File: src/rtl/even_stream_ctrl_pkg.sv
// Shared constants for the even-stream controller: FSM state codes and
// default datapath/counter widths.
package even_stream_ctrl_pkg;

  localparam logic [1:0] ST_IDLE = 2'd0;
  localparam logic [1:0] ST_RUN  = 2'd1;
  localparam logic [1:0] ST_DONE = 2'd2;

  localparam int WIDTH_DEF = 32;
  localparam int CNT_W_DEF = 16;

endpackage

File: src/rtl/even_stream_ctrl_even_check.sv
// Stateless even-check datapath: a number is even when its LSB is clear.
module even_check
  import even_stream_ctrl_pkg::*;
#(
  parameter int WIDTH = WIDTH_DEF
) (
  input  logic [WIDTH-1:0] num,
  output logic             is_even
);

  // Masking the whole word keeps every input bit referenced; the result
  // depends only on bit 0.
  assign is_even = ~|(num & WIDTH'(1));

endmodule

File: src/rtl/even_stream_ctrl.sv
// Block sequencer: accepts `len` numbers over valid/ready, tallies even and
// odd values through even_check, and pulses done with the final totals.
module even_stream_ctrl
  import even_stream_ctrl_pkg::*;
#(
  parameter int WIDTH = WIDTH_DEF,
  parameter int CNT_W = CNT_W_DEF
) (
  input  logic             clk,
  input  logic             rst_n,
  input  logic             start,
  input  logic [CNT_W-1:0] len,
  input  logic             in_valid,
  input  logic [WIDTH-1:0] in_data,
  output logic             in_ready,
  output logic             busy,
  output logic             done,
  output logic [CNT_W-1:0] even_cnt,
  output logic [CNT_W-1:0] odd_cnt
);

  logic [1:0]       state;
  logic [CNT_W-1:0] remaining;
  logic             is_even;
  logic             accept;

  even_check #(
    .WIDTH (WIDTH)
  ) u_even_check (
    .num     (in_data),
    .is_even (is_even)
  );

  // Handshake and status outputs are decoded purely from the current state,
  // so in_ready drops in the same cycle the FSM reaches DONE.
  always_comb begin
    in_ready = (state == ST_RUN);
    busy     = (state != ST_IDLE);
    done     = (state == ST_DONE);
    accept   = in_ready & in_valid;
  end

  // FSM, remaining-beat counter and result counters. Counters are cleared
  // only when a new block starts, so totals remain readable in IDLE.
  always_ff @(posedge clk or negedge rst_n) begin
    if (!rst_n) begin
      state     <= ST_IDLE;
      remaining <= '0;
      even_cnt  <= '0;
      odd_cnt   <= '0;
    end else begin
      case (state)
        ST_IDLE: begin
          if (start) begin
            even_cnt  <= '0;
            odd_cnt   <= '0;
            remaining <= len;
            state     <= (len != '0) ? ST_RUN : ST_DONE;
          end
        end
        ST_RUN: begin
          if (accept) begin
            if (is_even) begin
              even_cnt <= even_cnt + CNT_W'(1);
            end else begin
              odd_cnt  <= odd_cnt + CNT_W'(1);
            end
            remaining <= remaining - CNT_W'(1);
            if (remaining == CNT_W'(1)) begin
              state <= ST_DONE;
            end
          end
        end
        ST_DONE: begin
          state <= ST_IDLE;
        end
        default: begin
          state <= ST_IDLE;
        end
      endcase
    end
  end

endmodule

File: config.mk
export PLATFORM = sky130hd
export DESIGN_NAME = even_stream_ctrl
export DESIGN_NICKNAME = d
export VERILOG_FILES = /design/src/rtl/even_stream_ctrl_pkg.sv /design/src/rtl/even_stream_ctrl_even_check.sv /design/src/rtl/even_stream_ctrl.sv
export SDC_FILE = /design/constraint.sdc
export NUM_CORES = 1
export LEC_CHECK = 0
export ABC_AREA = 0
export BUFFER_PORTS_ARGS = -buffer_cell sky130_fd_sc_hd__buf_2
export CORE_ASPECT_RATIO = 1.5
export CORE_UTILIZATION = 52
export CTS_CLUSTER_SIZE = 28
export DETAILED_ROUTE_END_ITERATION = 8
export PLACE_DENSITY = 0.85
export SETUP_SLACK_MARGIN = 0.3
export SYNTH_ARGS = -nofsm -noshare
export SYNTH_HDL_FRONTEND = slang
export SYNTH_SLANG_ARGS = --single-unit
File: constraint.sdc
create_clock -name clk -period 2.7 [get_ports clk]
set_input_delay 0.135 -clock clk [delete_from_list [all_inputs] [get_ports clk]]
set_output_delay 0.135 -clock clk [all_outputs]
set_load 0.01 [all_outputs]
==> impl_metrics.csv <==
group,metric,value,unit
die,core_area,5250,um^2
clock_tree,numClockSinks,50,
layout,finalCoreUtilization,0.641,
timing,report.final.slew_viol_count,0,
placement,dp_cells,435,
yosys,synth_edf_count,0,
yosys,synth_top_cells_by_count,"50 x dfrtp_1, 32 x a21oi_1, 28 x nand2_1",
setup_path,arrival,2590,ps
die,fp.dieH,93.0,um
route,drt_iter0_markers,273,
global_routing,grt_max_degree,38,
setup_path,slowest_delay,550,ps
yosys,synthArstFlopShare,1.00,
route,drc,0,
setup_path,crit_required,2930,ps
timing,slew_headroom,0.440,
die,start_util,0.547,
layout,final_cell_area,3360,um^2
pwr,ir_drop,0.387,mV
route,ant_nets,0,
yosys,ys_seq_area_frac,0.436,
route,post_drt_via_cell_ratio,6.28,
timing,tightest_slew,829,ps
yosys,synthCells,321,
die,row_count,32,
setup_path,slowest_stage,"or4_4",
clock_tree,clkTransAtPathRegs,100,ps
timing,fmax,0.425,GHz
pwr,p_seq_frac,0.478,
global_routing,grt_usage,0.257,
global_routing,antenna_found_initial,0,
setup_path,end_kind,"flip-flop",
die,die_area,5830,um^2
timing,finalSetupTns,0,ps
global_routing,grt_pass1_vias,2599,
timing,skew,8.63,ps
setup_path,critPathBufInv,0,
die,ios,87,
yosys,syn_area_per_cell,8.95,um^2
yosys,synth.largest_area_cell,"dfrtp_1",
yosys,ys.flop_type,"dfrtp_1",
clock_tree,cts_buffers,5,
pwr,internal-power,1.47,mW
yosys,yosys_register_bits,50,
placement,hpwl,5070,um
layout,syn2layout_area_growth,17.2,%
setup_path,worstPathMaxFanout,4,
yosys,ys_top_cells_by_area,"dfrtp_1 44%, a21oi_1 5.6%, o21ai_0 4.4%",
timing,rsz0062_at_grt,"false",
route,vias,2808,
timing,final-setup-viol-count,0,
route,drtPass1Iterations,5,
global_routing,grt-ovfl-total,0,
pwr,switching_share,0.387,
clock_tree,htree_levels,2,
clock_tree,clk_path_buf_depth,2,
layout,final_cells,447,
yosys,synth_top_area_frac,0.436,
route,wl,7120,um
yosys,netlist_area,2870,um^2
yosys,synth_cell_types,54,
clock_tree,clock-root-buffer,"clkbuf_8",
placement,placed_area,3230,um^2
pwr,comb_power_share,0.336,
yosys,synth.most_common_cell,"dfrtp_1",
pwr,powerDensity,712,nW/um^2
pwr,p_leak,1.47,nW
die,dieWidth,62.7,um
worst_hold_path,hp-class,"input pin to flip-flop",
global_routing,grt_pass1_wl,11900,um
run_status,outcome,"finished clean",
yosys,synth_fp_nets,377,
layout,antenna_cells,0,
pwr,clkPwrFrac,0.186,
clock_tree,tritoncts,"built",
yosys,yosysWarnings,0,
setup_path,crit_family,"simple AND/OR/NAND/NOR gates",
clock_tree,clk_latency,310,ps
flow_run,drv_cap,0,
setup_path,start_kind,"flip-flop",
placement,port_buffers,55,
layout,final_nets,434,
setup_path,crit_chain,"or4_4, or4b_4, or4_1, a211oi_2",
timing,fin_crit,2350,ps
setup_path,worst-setup-path-type,"flip-flop to flip-flop",
timing,finalHoldViolations,0,
pwr,p_switching,0.926,mW
placement,place.gp.congestion,0.937,
layout,drive_above_1_share,0.224,
timing,period_share,0.871,
route,wl_per_cell,15.9,um
## worst reg2reg max path, cell delays in order, from the launching register on
cell	delay, ps
dfrtp_2	430
or4_4	550
or4b_4	550
or4_1	530
a211oi_2	220
## state kept, by name, indices dropped and copies added, names as in the netlist
register	cells
even_cnt	16
odd_cnt	16
remaining	16
state	2
## power groups by stage
stage	clock (mW)	combinational, mW	sequential, mW
finish	0.445	0.805	1.15
global route	0.479	0.904	1.18
CTS	0.457	0.753	1.14
detailed placement	0	0.750	1.16
global placement	0	0.732	1.14
floorplan	0	0.509	1.13
## path summary, 6_finish.rpt
kind | cells past startpoint | startpoint | slack [ps] | endpoint
max in group asynchronous | 3 | rst_n | 1600 | remaining[7]$_DFFE_PN0P_
setup reg to reg | 4 | remaining[7]$_DFFE_PN0P_ | 350 | remaining[15]$_DFFE_PN0P_
hold reg to reg | 1 | remaining[13]$_DFFE_PN0P_ | 510 | remaining[13]$_DFFE_PN0P_
hold / removal | 3 | len[0] | 80 | remaining[0]$_DFFE_PN0P_
min in group asynchronous | 2 | rst_n | 440 | even_cnt[9]$_DFFE_PN0P_
setup / recovery | 4 | remaining[7]$_DFFE_PN0P_ | 350 | remaining[15]$_DFFE_PN0P_
## kinds of logic (layout without fill, tap and decap cells)
group / count (synthesis) / count (layout) / share of synthesized area
AOI/OAI and AO/OA: 105 / 105 / 0.228
xor gates and xnor gates: 7 / 7 / 0.0214
adders and majority gates: 4 / 4 / 0.0174
buffers and inverters: 23 / 81 / 0.0301
DFF: 50 / 50 / 0.436
muxes: 2 / 2 / 0.00741
and+or+nand+nor: 130 / 130 / 0.260
## through the flow
stage / hold slack (ps) / total power, mW / worst slack (ps)
after CTS: 75.0 / 2.35 / 355
after floorplan: -161 / 1.64 / 441
after global placement: 275 / 1.88 / 387
after global routing: 116 / 2.56 / 302
final: 79.8 / 2.40 / 348
after detailed placement: 271 / 1.91 / 335
## area by class of cell
| cell class | count | area (um^2) |
|---|---|---|
| fill | 458 | 1880 |
| multi-input combinational | 248 | 1550 |
| sequential | 50 | 1250 |
| timing repair buffer | 67 | 368 |
| tap | 68 | 85.1 |
| clock buffer | 5 | 68.8 |
| inverter | 6 | 22.5 |
| clock inverter | 3 | 21.3 |
## what timing repair did
action,CTS,global route
hold endpoints to repair,35,0
hold buffers,1,0
resized for setup,0,3
endpoints found under the setup margin,0,2
buffers inserted,0,3
## routing by layer
metal / wire length (um) / track usage
met1: 2910 / 0.303
met2: 3770 / 0.476
met3: 343 / 0.0354
met4: 91 / 0.0814
met5: 0 / 0
## layout by cell type, fill, tap and decap left out, types with 3 or more instances in the layout
cell	instances
buf_2	55
and3_1	3
nand4_1	4
and2_1	4
and4_1	3
o21ai_1	3
clkbuf_8	5
a2bb2oi_1	3
or4_1	13
nand2_1	28
or3_1	10
buf_4	11
nor4_1	9
o2111ai_1	3
nor2_1	22
nand3_1	10
nand2b_1	3
nor3_1	6
dfrtp_1	49
o21ai_0	25
a21oi_1	32
ha_1	4
o21a_1	3
o31ai_1	9
xor2_1	6
o211ai_1	6
o22ai_1	3
inv_1	6
Power figures use the tool's default switching activity.
